`src/rtl/load_store_unit_pkg.sv`:
```
// Shared definitions for the load/store unit: funct3 codes, response error codes,
// FSM states and the funct3 legality helper.
package load_store_unit_pkg;

    localparam logic [2:0] F3_LB  = 3'b000;
    localparam logic [2:0] F3_LH  = 3'b001;
    localparam logic [2:0] F3_LW  = 3'b010;
    localparam logic [2:0] F3_LBU = 3'b100;
    localparam logic [2:0] F3_LHU = 3'b101;
    localparam logic [2:0] F3_SB  = 3'b000;
    localparam logic [2:0] F3_SH  = 3'b001;
    localparam logic [2:0] F3_SW  = 3'b010;

    typedef enum logic [1:0] {
        ERR_OK       = 2'b00,
        ERR_MISALIGN = 2'b01,
        ERR_ILLEGAL  = 2'b10,
        ERR_TIMEOUT  = 2'b11
    } lsu_err_e;

    typedef enum logic [1:0] {
        ST_IDLE   = 2'b00,
        ST_ACCESS = 2'b01,
        ST_RESP   = 2'b10
    } lsu_state_e;

    // Stores only have byte/half/word; loads add the unsigned byte/half variants.
    function automatic logic funct3_legal(input logic is_store, input logic [2:0] f3);
        logic ok;
        case (f3)
            F3_LB, F3_LH, F3_LW: ok = 1'b1;
            F3_LBU, F3_LHU:      ok = ~is_store;
            default:             ok = 1'b0;
        endcase
        return ok;
    endfunction

endpackage

```
`src/rtl/load_store_unit_if.sv`:
```
// Execute-side request/response channel and data-memory channel of the load/store unit.
interface lsu_req_if #(
    parameter int DATA_WIDTH = 32,
    parameter int ADDR_WIDTH = 32
) ();
    logic                  valid;
    logic                  ready;
    logic                  is_store;
    logic [2:0]            funct3;
    logic [ADDR_WIDTH-1:0] addr;
    logic [DATA_WIDTH-1:0] wdata;
    logic                  resp_valid;
    logic [1:0]            resp_err;
    logic [DATA_WIDTH-1:0] resp_rdata;

    modport master (
        output valid, is_store, funct3, addr, wdata,
        input  ready, resp_valid, resp_err, resp_rdata
    );

    modport slave (
        input  valid, is_store, funct3, addr, wdata,
        output ready, resp_valid, resp_err, resp_rdata
    );
endinterface

interface lsu_mem_if #(
    parameter int DATA_WIDTH = 32,
    parameter int ADDR_WIDTH = 32
) ();
    logic                  req;
    logic                  wr_en;
    logic [2:0]            funct3;
    logic [ADDR_WIDTH-1:0] addr;
    logic [DATA_WIDTH-1:0] wr_data;
    logic [DATA_WIDTH-1:0] rd_data;
    logic                  ready;

    modport master (
        output req, wr_en, funct3, addr, wr_data,
        input  rd_data, ready
    );

    modport slave (
        input  req, wr_en, funct3, addr, wr_data,
        output rd_data, ready
    );
endinterface

```
`src/rtl/load_store_unit_access_check.sv`:
```
// Combinational legality/alignment check of an incoming request.
module lsu_access_check
    import load_store_unit_pkg::*;
(
    input  logic       is_store_i,
    input  logic [2:0] funct3_i,
    input  logic [1:0] addr_lo_i,
    output lsu_err_e   err_o
);

    // Illegal encoding is reported ahead of misalignment.
    always_comb begin
        err_o = ERR_OK;
        if (!funct3_legal(is_store_i, funct3_i)) begin
            err_o = ERR_ILLEGAL;
        end else if ((funct3_i[1:0] == 2'b01) && addr_lo_i[0]) begin
            err_o = ERR_MISALIGN;
        end else if ((funct3_i == F3_LW) && (addr_lo_i != 2'b00)) begin
            err_o = ERR_MISALIGN;
        end else begin
            err_o = ERR_OK;
        end
    end

endmodule

```
`src/rtl/load_store_unit.sv`:
```
// Data-memory initiator: accepts one load/store, checks it, runs the memory access
// with an optional timeout and returns a single-cycle response beat.
module load_store_unit
    import load_store_unit_pkg::*;
#(
    parameter int DATA_WIDTH     = 32,
    parameter int ADDR_WIDTH     = 32,
    parameter int TIMEOUT_CYCLES = 16
) (
    input  logic       clk,
    input  logic       rst_n,
    lsu_req_if.slave   req_if,
    lsu_mem_if.master  mem_if
);

    localparam int CNT_W = (TIMEOUT_CYCLES > 0) ? $clog2(TIMEOUT_CYCLES + 1) : 1;
    localparam logic [CNT_W-1:0] CNT_LAST =
        (TIMEOUT_CYCLES > 0) ? CNT_W'(TIMEOUT_CYCLES - 1) : {CNT_W{1'b0}};

    lsu_state_e            state_q,      state_d;
    logic                  is_store_q,   is_store_d;
    logic [2:0]            funct3_q,     funct3_d;
    logic [ADDR_WIDTH-1:0] addr_q,       addr_d;
    logic [DATA_WIDTH-1:0] wdata_q,      wdata_d;
    logic [CNT_W-1:0]      cnt_q,        cnt_d;
    logic                  req_ready_q,  req_ready_d;
    logic                  resp_valid_q, resp_valid_d;
    lsu_err_e              resp_err_q,   resp_err_d;
    logic [DATA_WIDTH-1:0] resp_rdata_q, resp_rdata_d;
    logic                  mem_req_q,    mem_req_d;
    logic                  mem_wr_en_q,  mem_wr_en_d;
    lsu_err_e              chk_err_s;

    lsu_access_check u_access_check (
        .is_store_i (req_if.is_store),
        .funct3_i   (req_if.funct3),
        .addr_lo_i  (req_if.addr[1:0]),
        .err_o      (chk_err_s)
    );

    // Next-state and next-output logic; outputs are registered alongside the state.
    always_comb begin
        state_d      = state_q;
        is_store_d   = is_store_q;
        funct3_d     = funct3_q;
        addr_d       = addr_q;
        wdata_d      = wdata_q;
        cnt_d        = cnt_q;
        resp_err_d   = resp_err_q;
        resp_rdata_d = resp_rdata_q;
        req_ready_d  = 1'b0;
        resp_valid_d = 1'b0;
        mem_req_d    = 1'b0;
        mem_wr_en_d  = 1'b0;

        case (state_q)
            ST_IDLE: begin
                if (req_if.valid) begin
                    is_store_d = req_if.is_store;
                    funct3_d   = req_if.funct3;
                    addr_d     = req_if.addr;
                    wdata_d    = req_if.wdata;
                    if (chk_err_s != ERR_OK) begin
                        resp_err_d   = chk_err_s;
                        resp_rdata_d = {DATA_WIDTH{1'b0}};
                        resp_valid_d = 1'b1;
                        state_d      = ST_RESP;
                    end else begin
                        cnt_d       = {CNT_W{1'b0}};
                        mem_req_d   = 1'b1;
                        mem_wr_en_d = req_if.is_store;
                        state_d     = ST_ACCESS;
                    end
                end else begin
                    req_ready_d = 1'b1;
                end
            end
            ST_ACCESS: begin
                if (mem_if.ready) begin
                    resp_err_d   = ERR_OK;
                    resp_rdata_d = is_store_q ? {DATA_WIDTH{1'b0}} : mem_if.rd_data;
                    resp_valid_d = 1'b1;
                    state_d      = ST_RESP;
                end else if ((TIMEOUT_CYCLES != 0) && (cnt_q == CNT_LAST)) begin
                    // A store abandoned here may never have reached memory.
                    resp_err_d   = ERR_TIMEOUT;
                    resp_rdata_d = {DATA_WIDTH{1'b0}};
                    resp_valid_d = 1'b1;
                    state_d      = ST_RESP;
                end else begin
                    if (TIMEOUT_CYCLES != 0) begin
                        cnt_d = cnt_q + CNT_W'(1);
                    end else begin
                        cnt_d = cnt_q;
                    end
                    mem_req_d   = 1'b1;
                    mem_wr_en_d = is_store_q;
                end
            end
            ST_RESP: begin
                req_ready_d = 1'b1;
                state_d     = ST_IDLE;
            end
            default: begin
                req_ready_d = 1'b1;
                state_d     = ST_IDLE;
            end
        endcase
    end

    // State, request latch, timeout counter and registered outputs.
    always_ff @(posedge clk or negedge rst_n) begin
        if (!rst_n) begin
            state_q      <= ST_IDLE;
            is_store_q   <= 1'b0;
            funct3_q     <= 3'b000;
            addr_q       <= {ADDR_WIDTH{1'b0}};
            wdata_q      <= {DATA_WIDTH{1'b0}};
            cnt_q        <= {CNT_W{1'b0}};
            req_ready_q  <= 1'b1;
            resp_valid_q <= 1'b0;
            resp_err_q   <= ERR_OK;
            resp_rdata_q <= {DATA_WIDTH{1'b0}};
            mem_req_q    <= 1'b0;
            mem_wr_en_q  <= 1'b0;
        end else begin
            state_q      <= state_d;
            is_store_q   <= is_store_d;
            funct3_q     <= funct3_d;
            addr_q       <= addr_d;
            wdata_q      <= wdata_d;
            cnt_q        <= cnt_d;
            req_ready_q  <= req_ready_d;
            resp_valid_q <= resp_valid_d;
            resp_err_q   <= resp_err_d;
            resp_rdata_q <= resp_rdata_d;
            mem_req_q    <= mem_req_d;
            mem_wr_en_q  <= mem_wr_en_d;
        end
    end

    assign req_if.ready      = req_ready_q;
    assign req_if.resp_valid = resp_valid_q;
    assign req_if.resp_err   = resp_err_q;
    assign req_if.resp_rdata = resp_rdata_q;
    assign mem_if.req        = mem_req_q;
    assign mem_if.wr_en      = mem_wr_en_q;
    assign mem_if.funct3     = funct3_q;
    assign mem_if.addr       = addr_q;
    assign mem_if.wr_data    = wdata_q;

endmodule

```
`src/flat_wrapper.sv`:
```
// flat-port wrapper written by rule: the top's interface ports become plain ports
module load_store_unit_flat import load_store_unit_pkg::*;
#(
    parameter int DATA_WIDTH     = 32,
    parameter int ADDR_WIDTH     = 32,
    parameter int TIMEOUT_CYCLES = 16
)
  (clk, rst_n, req_if_valid, req_if_is_store, req_if_funct3, req_if_addr, req_if_wdata, req_if_ready, req_if_resp_valid, req_if_resp_err, req_if_resp_rdata, mem_if_req, mem_if_wr_en, mem_if_funct3, mem_if_addr, mem_if_wr_data, mem_if_rd_data, mem_if_ready);
  lsu_req_if #(.DATA_WIDTH(DATA_WIDTH), .ADDR_WIDTH(ADDR_WIDTH)) req_if_i ();
  lsu_mem_if #(.DATA_WIDTH(DATA_WIDTH), .ADDR_WIDTH(ADDR_WIDTH)) mem_if_i ();
  input  logic clk;
  input  logic rst_n;
  input wire logic [$bits(req_if_i.valid)-1:0] req_if_valid;
  input wire logic [$bits(req_if_i.is_store)-1:0] req_if_is_store;
  input wire logic [$bits(req_if_i.funct3)-1:0] req_if_funct3;
  input wire logic [$bits(req_if_i.addr)-1:0] req_if_addr;
  input wire logic [$bits(req_if_i.wdata)-1:0] req_if_wdata;
  output wire logic [$bits(req_if_i.ready)-1:0] req_if_ready;
  output wire logic [$bits(req_if_i.resp_valid)-1:0] req_if_resp_valid;
  output wire logic [$bits(req_if_i.resp_err)-1:0] req_if_resp_err;
  output wire logic [$bits(req_if_i.resp_rdata)-1:0] req_if_resp_rdata;
  output wire logic [$bits(mem_if_i.req)-1:0] mem_if_req;
  output wire logic [$bits(mem_if_i.wr_en)-1:0] mem_if_wr_en;
  output wire logic [$bits(mem_if_i.funct3)-1:0] mem_if_funct3;
  output wire logic [$bits(mem_if_i.addr)-1:0] mem_if_addr;
  output wire logic [$bits(mem_if_i.wr_data)-1:0] mem_if_wr_data;
  input wire logic [$bits(mem_if_i.rd_data)-1:0] mem_if_rd_data;
  input wire logic [$bits(mem_if_i.ready)-1:0] mem_if_ready;
  assign req_if_i.valid = req_if_valid;
  assign req_if_i.is_store = req_if_is_store;
  assign req_if_i.funct3 = req_if_funct3;
  assign req_if_i.addr = req_if_addr;
  assign req_if_i.wdata = req_if_wdata;
  assign req_if_ready = req_if_i.ready;
  assign req_if_resp_valid = req_if_i.resp_valid;
  assign req_if_resp_err = req_if_i.resp_err;
  assign req_if_resp_rdata = req_if_i.resp_rdata;
  assign mem_if_req = mem_if_i.req;
  assign mem_if_wr_en = mem_if_i.wr_en;
  assign mem_if_funct3 = mem_if_i.funct3;
  assign mem_if_addr = mem_if_i.addr;
  assign mem_if_wr_data = mem_if_i.wr_data;
  assign mem_if_i.rd_data = mem_if_rd_data;
  assign mem_if_i.ready = mem_if_ready;
  load_store_unit #(.DATA_WIDTH(DATA_WIDTH), .ADDR_WIDTH(ADDR_WIDTH), .TIMEOUT_CYCLES(TIMEOUT_CYCLES)) u_core (.clk(clk), .rst_n(rst_n), .req_if(req_if_i), .mem_if(mem_if_i));
endmodule
```
`config.mk`:
```
export PLATFORM = sky130hd
export DESIGN_NAME = load_store_unit_flat
export DESIGN_NICKNAME = d
export VERILOG_FILES = /design/src/rtl/load_store_unit_pkg.sv /design/src/rtl/load_store_unit_if.sv /design/src/rtl/load_store_unit_access_check.sv /design/src/rtl/load_store_unit.sv /design/src/flat_wrapper.sv
export SDC_FILE = /design/constraint.sdc
export NUM_CORES = 1
export LEC_CHECK = 0
export BUFFER_PORTS_ARGS = -buffer_cell sky130_fd_sc_hd__buf_2
export CAP_MARGIN = 0
export CORE_MARGIN = 5
export CORE_UTILIZATION = 49
export DETAILED_ROUTE_END_ITERATION = 6
export GPL_TIMING_DRIVEN = 1
export PLACE_DENSITY = 0.93
export SYNTH_ARGS = -nofsm -noshare
export SYNTH_HDL_FRONTEND = slang
export SYNTH_SLANG_ARGS = --single-unit
```
`constraint.sdc`:
```
create_clock -name clk -period 5.8 [get_ports clk]
set_input_delay 1.16 -clock clk [delete_from_list [all_inputs] [get_ports clk]]
set_output_delay 1.16 -clock clk [all_outputs]
set_load 0.005 [all_outputs]
```
After elaboration in Yosys (flattened, before gate mapping)
Cells that the tools add are included.
{"block": "op_classes", "addsub": 1, "eq_ne": 13, "mux": 42, "bitwise_logic": 1, "n_reduce_logical": 13}
{"cell": "$mux 32", "n": 5}
{"cell": "$pmux 32 s2", "n": 1}
{"cell": "$mux 5", "n": 4}
{"cell": "$mux 2", "n": 9}
{"cell": "$mux 1", "n": 15}
{"cell": "$pmux 1 s2", "n": 5}
{"cell": "$pmux 5 s2", "n": 1}
{"cell": "$ne 2x2->1 const B", "n": 4}
{"cell": "$pmux 2 s2", "n": 2}
{"cell": "$eq 3x3->1 const B", "n": 2}
{"cell": "$reduce_bool 2->1", "n": 3}
{"cell": "$add 5x1->5 const B", "n": 1}
{"cell": "$eq 5x4->1 const B", "n": 1}
{"cell": "$reduce_and 5->1", "n": 1}
{"cell": "$eq 2x1->1 const B", "n": 2}
{"cell": "$reduce_and 2->1", "n": 2}
{"cell": "$reduce_and 4->1", "n": 1}
{"cell": "$eq 3x1->1 const B", "n": 1}
{"cell": "$eq 3x2->1 const B", "n": 1}
{"cell": "$logic_not 3->1", "n": 1}
{"cell": "$ne 3x2->1 const B", "n": 1}
{"cell": "$reduce_or 3->1", "n": 1}
{"cell": "$logic_and 1x1->1", "n": 2}
{"cell": "$logic_not 2->1", "n": 1}
{"cell": "other kinds (3)", "n": 3}
{"block": "word_totals", "ff_bits": 113}

Depth between registers and ports, before layout
{"block": "depth", "ltp_word": 9, "ltp_mapped": 9, "ltp_nobuf": 7}

Modules after synthesis
Synthesis repeated with hierarchy kept, for this count alone.
{"block": "unflattened", "cells_unflattened": 276, "hier_area_um2": 4295.4}
{"module": "load_store_unit", "instances": 1, "cells_each": 268, "area_each_um2": 4234.1}
{"module": "lsu_access_check", "instances": 1, "cells_each": 8, "area_each_um2": 61.3}

Least setup slack after synthesis
Ideal clock, no wire load.
{"block": "synth_path", "path_type": "input to register", "start": "input req_if_valid", "end": "register u_core.resp_rdata_q[24], in the netlist u_core.req_if.resp_rdata[24]", "setup_ns": 0.121, "arrival_time_ns": 2.425, "required_ns": 5.679, "setup_slack_ns": 3.254, "path_stages": 6, "path_buffers": 3, "path_cell_list": "or3b_1 buf_2 o32a_1 buf_6 buf_6 a22o_1"}
{"block": "synth_via", "elab_chain_cells": 2}
{"item": "from (decl)", "line_no": "flat_wrapper.sv:13", "rtl": "input wire logic [$bits(req_if_i.valid)-1:0] req_if_valid;"}
{"item": "$ne 2x2->1 (no line)"}
{"item": "$reduce_and 4->1 (no line)"}
{"item": "to (signal assigned)", "line_no": "load_store_unit.sv:123", "rtl": "resp_rdata_q <= {DATA_WIDTH{1'b0}};"}
{"item": "to (signal assigned)", "line_no": "load_store_unit.sv:136", "rtl": "resp_rdata_q <= resp_rdata_d;"}
{"item": "to (decl)", "line_no": "load_store_unit.sv:29", "rtl": "logic [DATA_WIDTH-1:0] resp_rdata_q, resp_rdata_d;"}
No other way between the ends.
A chain may end at the register's enable or synchronous reset.

Worst setup path after layout
{"block": "layout_path", "start": "register u_core.cnt_q[0]", "end": "register u_core.cnt_q[3]"}
{"block": "layout_via", "elab_chain_cells": 4, "word_cells_on_any_way": 7}
{"item": "from (decl)", "line_no": "load_store_unit.sv:25", "rtl": "logic [CNT_W-1:0] cnt_q, cnt_d;"}
{"item": "from (signal assigned)", "line_no": "load_store_unit.sv:119", "rtl": "cnt_q <= {CNT_W{1'b0}};"}
{"item": "from (signal assigned)", "line_no": "load_store_unit.sv:132", "rtl": "cnt_q <= cnt_d;"}
{"item": "$add 5x1->5", "line_no": "load_store_unit.sv:92", "rtl": "cnt_d = cnt_q + CNT_W'(1);"}
{"item": "$mux 5", "line_no": "load_store_unit.sv:84", "rtl": "end else if ((TIMEOUT_CYCLES != 0) && (cnt_q == CNT_LAST)) begin"}
{"item": "$mux 5", "line_no": "load_store_unit.sv:79", "rtl": "if (mem_if.ready) begin"}
{"item": "$pmux 5 s2", "line_no": "load_store_unit.sv:56", "rtl": "case (state_q)"}
Several ways; a longest one is shown, not always the timed one. The select of a mux whose other input is x is not followed.

==> impl_metrics.json <==
{
  "timing.rr.end": "u_core.cnt_q[3]",
  "vdd_ir_drop_max_mv": 0.198,
  "grt_usage_pct": 19.3,
  "maxCapViolCount": 0,
  "vias_per_cell": 5.03,
  "syn-instance-count": 276,
  "start_kind": "flip-flop",
  "fin_tns_setup_ps": 0,
  "fin_util_pct": 68.7,
  "finalSetupViolCount": 0,
  "cts_hold_buf": 0,
  "path_cells": "ha_1 -> and3_1 -> ha_1 -> nor4b_1 -> nand4_1 -> xor2_1 -> nor2_1",
  "drt_iter0_drc": 64,
  "nFillCells": 628,
  "seq_area_frac_synth_pct": 66.7,
  "slowest_delay_ps": 750,
  "avgSynthCellArea_um2": 15.4,
  "syn-cell-area_um2": 4240,
  "firstDrtPassIters": 4,
  "skew_ps": 7.36,
  "wl_per_cell_um": 16.5,
  "cts_resized": 0,
  "r2r_setup_slack_ps": 3430,
  "pre_cts_ws_ps": 3060,
  "path_clk_slew_ps": 60,
  "worstPathMaxFanout": 6,
  "cp-end-kind": "flip-flop",
  "grt_pass1_wl_mm": 15.5,
  "synth_edf_count": 0,
  "root_buffer": "clkbuf_8",
  "clk_latency_ps": 490,
  "synthFlopType": "dfrtp_1",
  "io_pins": 209,
  "placed_area_um2": 5370,
  "cts_buffers": 17,
  "async_reset_ff_share_pct": 100,
  "final_common_cell": "buf_2",
  "slew_violations": 0,
  "ys_ff_latch": 113,
  "fmax_ghz": 0.421,
  "drc": 0,
  "dp_hpwl_mm": 7.53,
  "finalCriticalPeriod_ps": 2370,
  "multiInputGateArea_um2": 1320,
  "grt_pass1_vias": 3261,
  "fp.dieH_um": 103,
  "design_area_um2": 5900,
  "worstMarginPinSlew_ps": 1240,
  "mostFrequentLayoutCells": "buf_2, dfrtp_1, mux2_2",
  "drtAntennaViolNets": 0,
  "layout_setup_ws_ps": 3430,
  "p_leak_nw": 3.05,
  "coreArea_um2": 8590,
  "cp.arrival_ps": 2740,
  "routed_wl_mm": 10.1,
  "fin_cells": 610,
  "antenna_found_initial": 0,
  "hold_end": "u_core.mem_if.funct3[1]",
  "worstHoldPathType": "flip-flop to flip-flop",
  "max_slew_margin_pct": 17.5,
  "antenna_cells": 0,
  "cts_setup_buffers": 0,
  "hold_depth": 2,
  "cts_tree": "done",
  "reg2regPathDepth": 7,
  "status": "completed",
  "cts_sinks": 113,
  "cts_buffer_depth": 2,
  "initial_core_util_pct": 49.4,
  "place.gp.congestion": 0.805,
  "cellPowerDensity_nw_per_um2": 424,
  "cts.htree.levels": 4,
  "nNetsFinal": 597,
  "critPathSlowestCell": "nor4b_1",
  "post-route-period-util_pct": 40.9,
  "die_w_um": 103,
  "cpMostUsedCell": "ha_1",
  "die_area_um2": 10600,
  "power_mw": 2.51,
  "synth_nets": 382,
  "grt_overflow": 0,
  "crit_type": "flip-flop to flip-flop",
  "yosysWarnings": 0,
  "r2r-start": "u_core.cnt_q[0]",
  "numPortBuffers": 208,
  "dp_cells": 580,
  "hold_violations": 0,
  "crit_required_ps": 6170,
  "register_area_um2": 2830,
  "area_growth_pct": 39.2,
  "grt_max_degree": 63,
  "synth_cell_types": 36,
  "whs_ps": 491,
  "drive_above_1_share_pct": 62.5,
  "worstHoldStart": "u_core.mem_if.funct3[1]",
  "vias": 3071,
  "rsz0062_at_grt": "no",
  "row_count": 34
}
[how the worst max path moves through the flow]
| stage | to | cells past startpoint | startpoint |
|---|---|---|---|
| floorplan | u_core.req_if.resp_rdata[24] | 6 | req_if_valid |
| global placement | u_core.req_if.resp_rdata[23] | 5 | req_if_valid |
| detailed placement | u_core.req_if.resp_rdata[13] | 5 | req_if_valid |
| CTS | u_core.cnt_q[3] | 7 | u_core.cnt_q[0] |
| global route | u_core.cnt_q[3] | 7 | u_core.cnt_q[0] |
| finish | u_core.cnt_q[3] | 7 | u_core.cnt_q[0] |
[final cells by class]
cell class	count	share of cell area, %
Clock buffer	20	7.54
Clock inverter	10	1.50
Inverter	5	0.318
Multi-Input combinational cell	143	22.4
Sequential cell	113	47.9
Tap cell	108	2.29
Timing Repair Buffer	211	18.1
[registers in the layout, indices dropped and copies added (netlist names), 2 cells and up]
name,flops
u_core.mem_if.addr,32
u_core.mem_if.wr_data,32
u_core.req_if.resp_rdata,32
u_core.cnt_q,5
u_core.mem_if.funct3,3
u_core.req_if.resp_err,2
u_core.state_q,2
[critical path, delay by kind of cell (launching register included)]
kind	cells	cell delay [ps]
AND/OR/NAND/NOR	4	1220
flip-flops	1	410
XOR/XNOR	1	180
adder cells (fa/ha/maj)	2	450
[where the power goes]
part / switching (mW) / internal [mW]
combinational: 0.224 / 0.295
clock: 0.331 / 0.582
sequential: 0.100 / 0.972
[Yosys cell counts, types with 2 or more instances]
master	instances	area share [%]
a22o_1	33	6.8
buf_1	5	0.44
buf_2	2	0.24
buf_6	3	0.80
clkbuf_1	5	0.44
dfrtp_1	112	66
ha_1	2	0.59
inv_1	3	0.27
inv_2	2	0.18
mux2_2	67	18
nand2_1	7	0.62
nor2_1	7	0.62
o21ai_0	2	0.24
o21ai_1	2	0.24
or2_2	2	0.29
xor2_1	2	0.41
[kinds of logic after synthesis]
kind of cell	count (synthesis)	share of synthesized area, %
flops	113	66.7
simple gates	25	2.98
xor+xnor	2	0.413
fa+ha+maj	2	0.590
buf+inv	20	2.36
compound gates	46	8.97
mux	68	18.0
[per-layer routing]
metal  vias to the layer above  track usage (%)  wire length [µm]
met5                         -                0                 0
met4                         0             8.96               206
met3                        20             7.58               990
met2                       155             31.6              4980
met1                      1462             22.5              3920
li1                       1434                -                 -
Power figures use the tool's default switching activity.
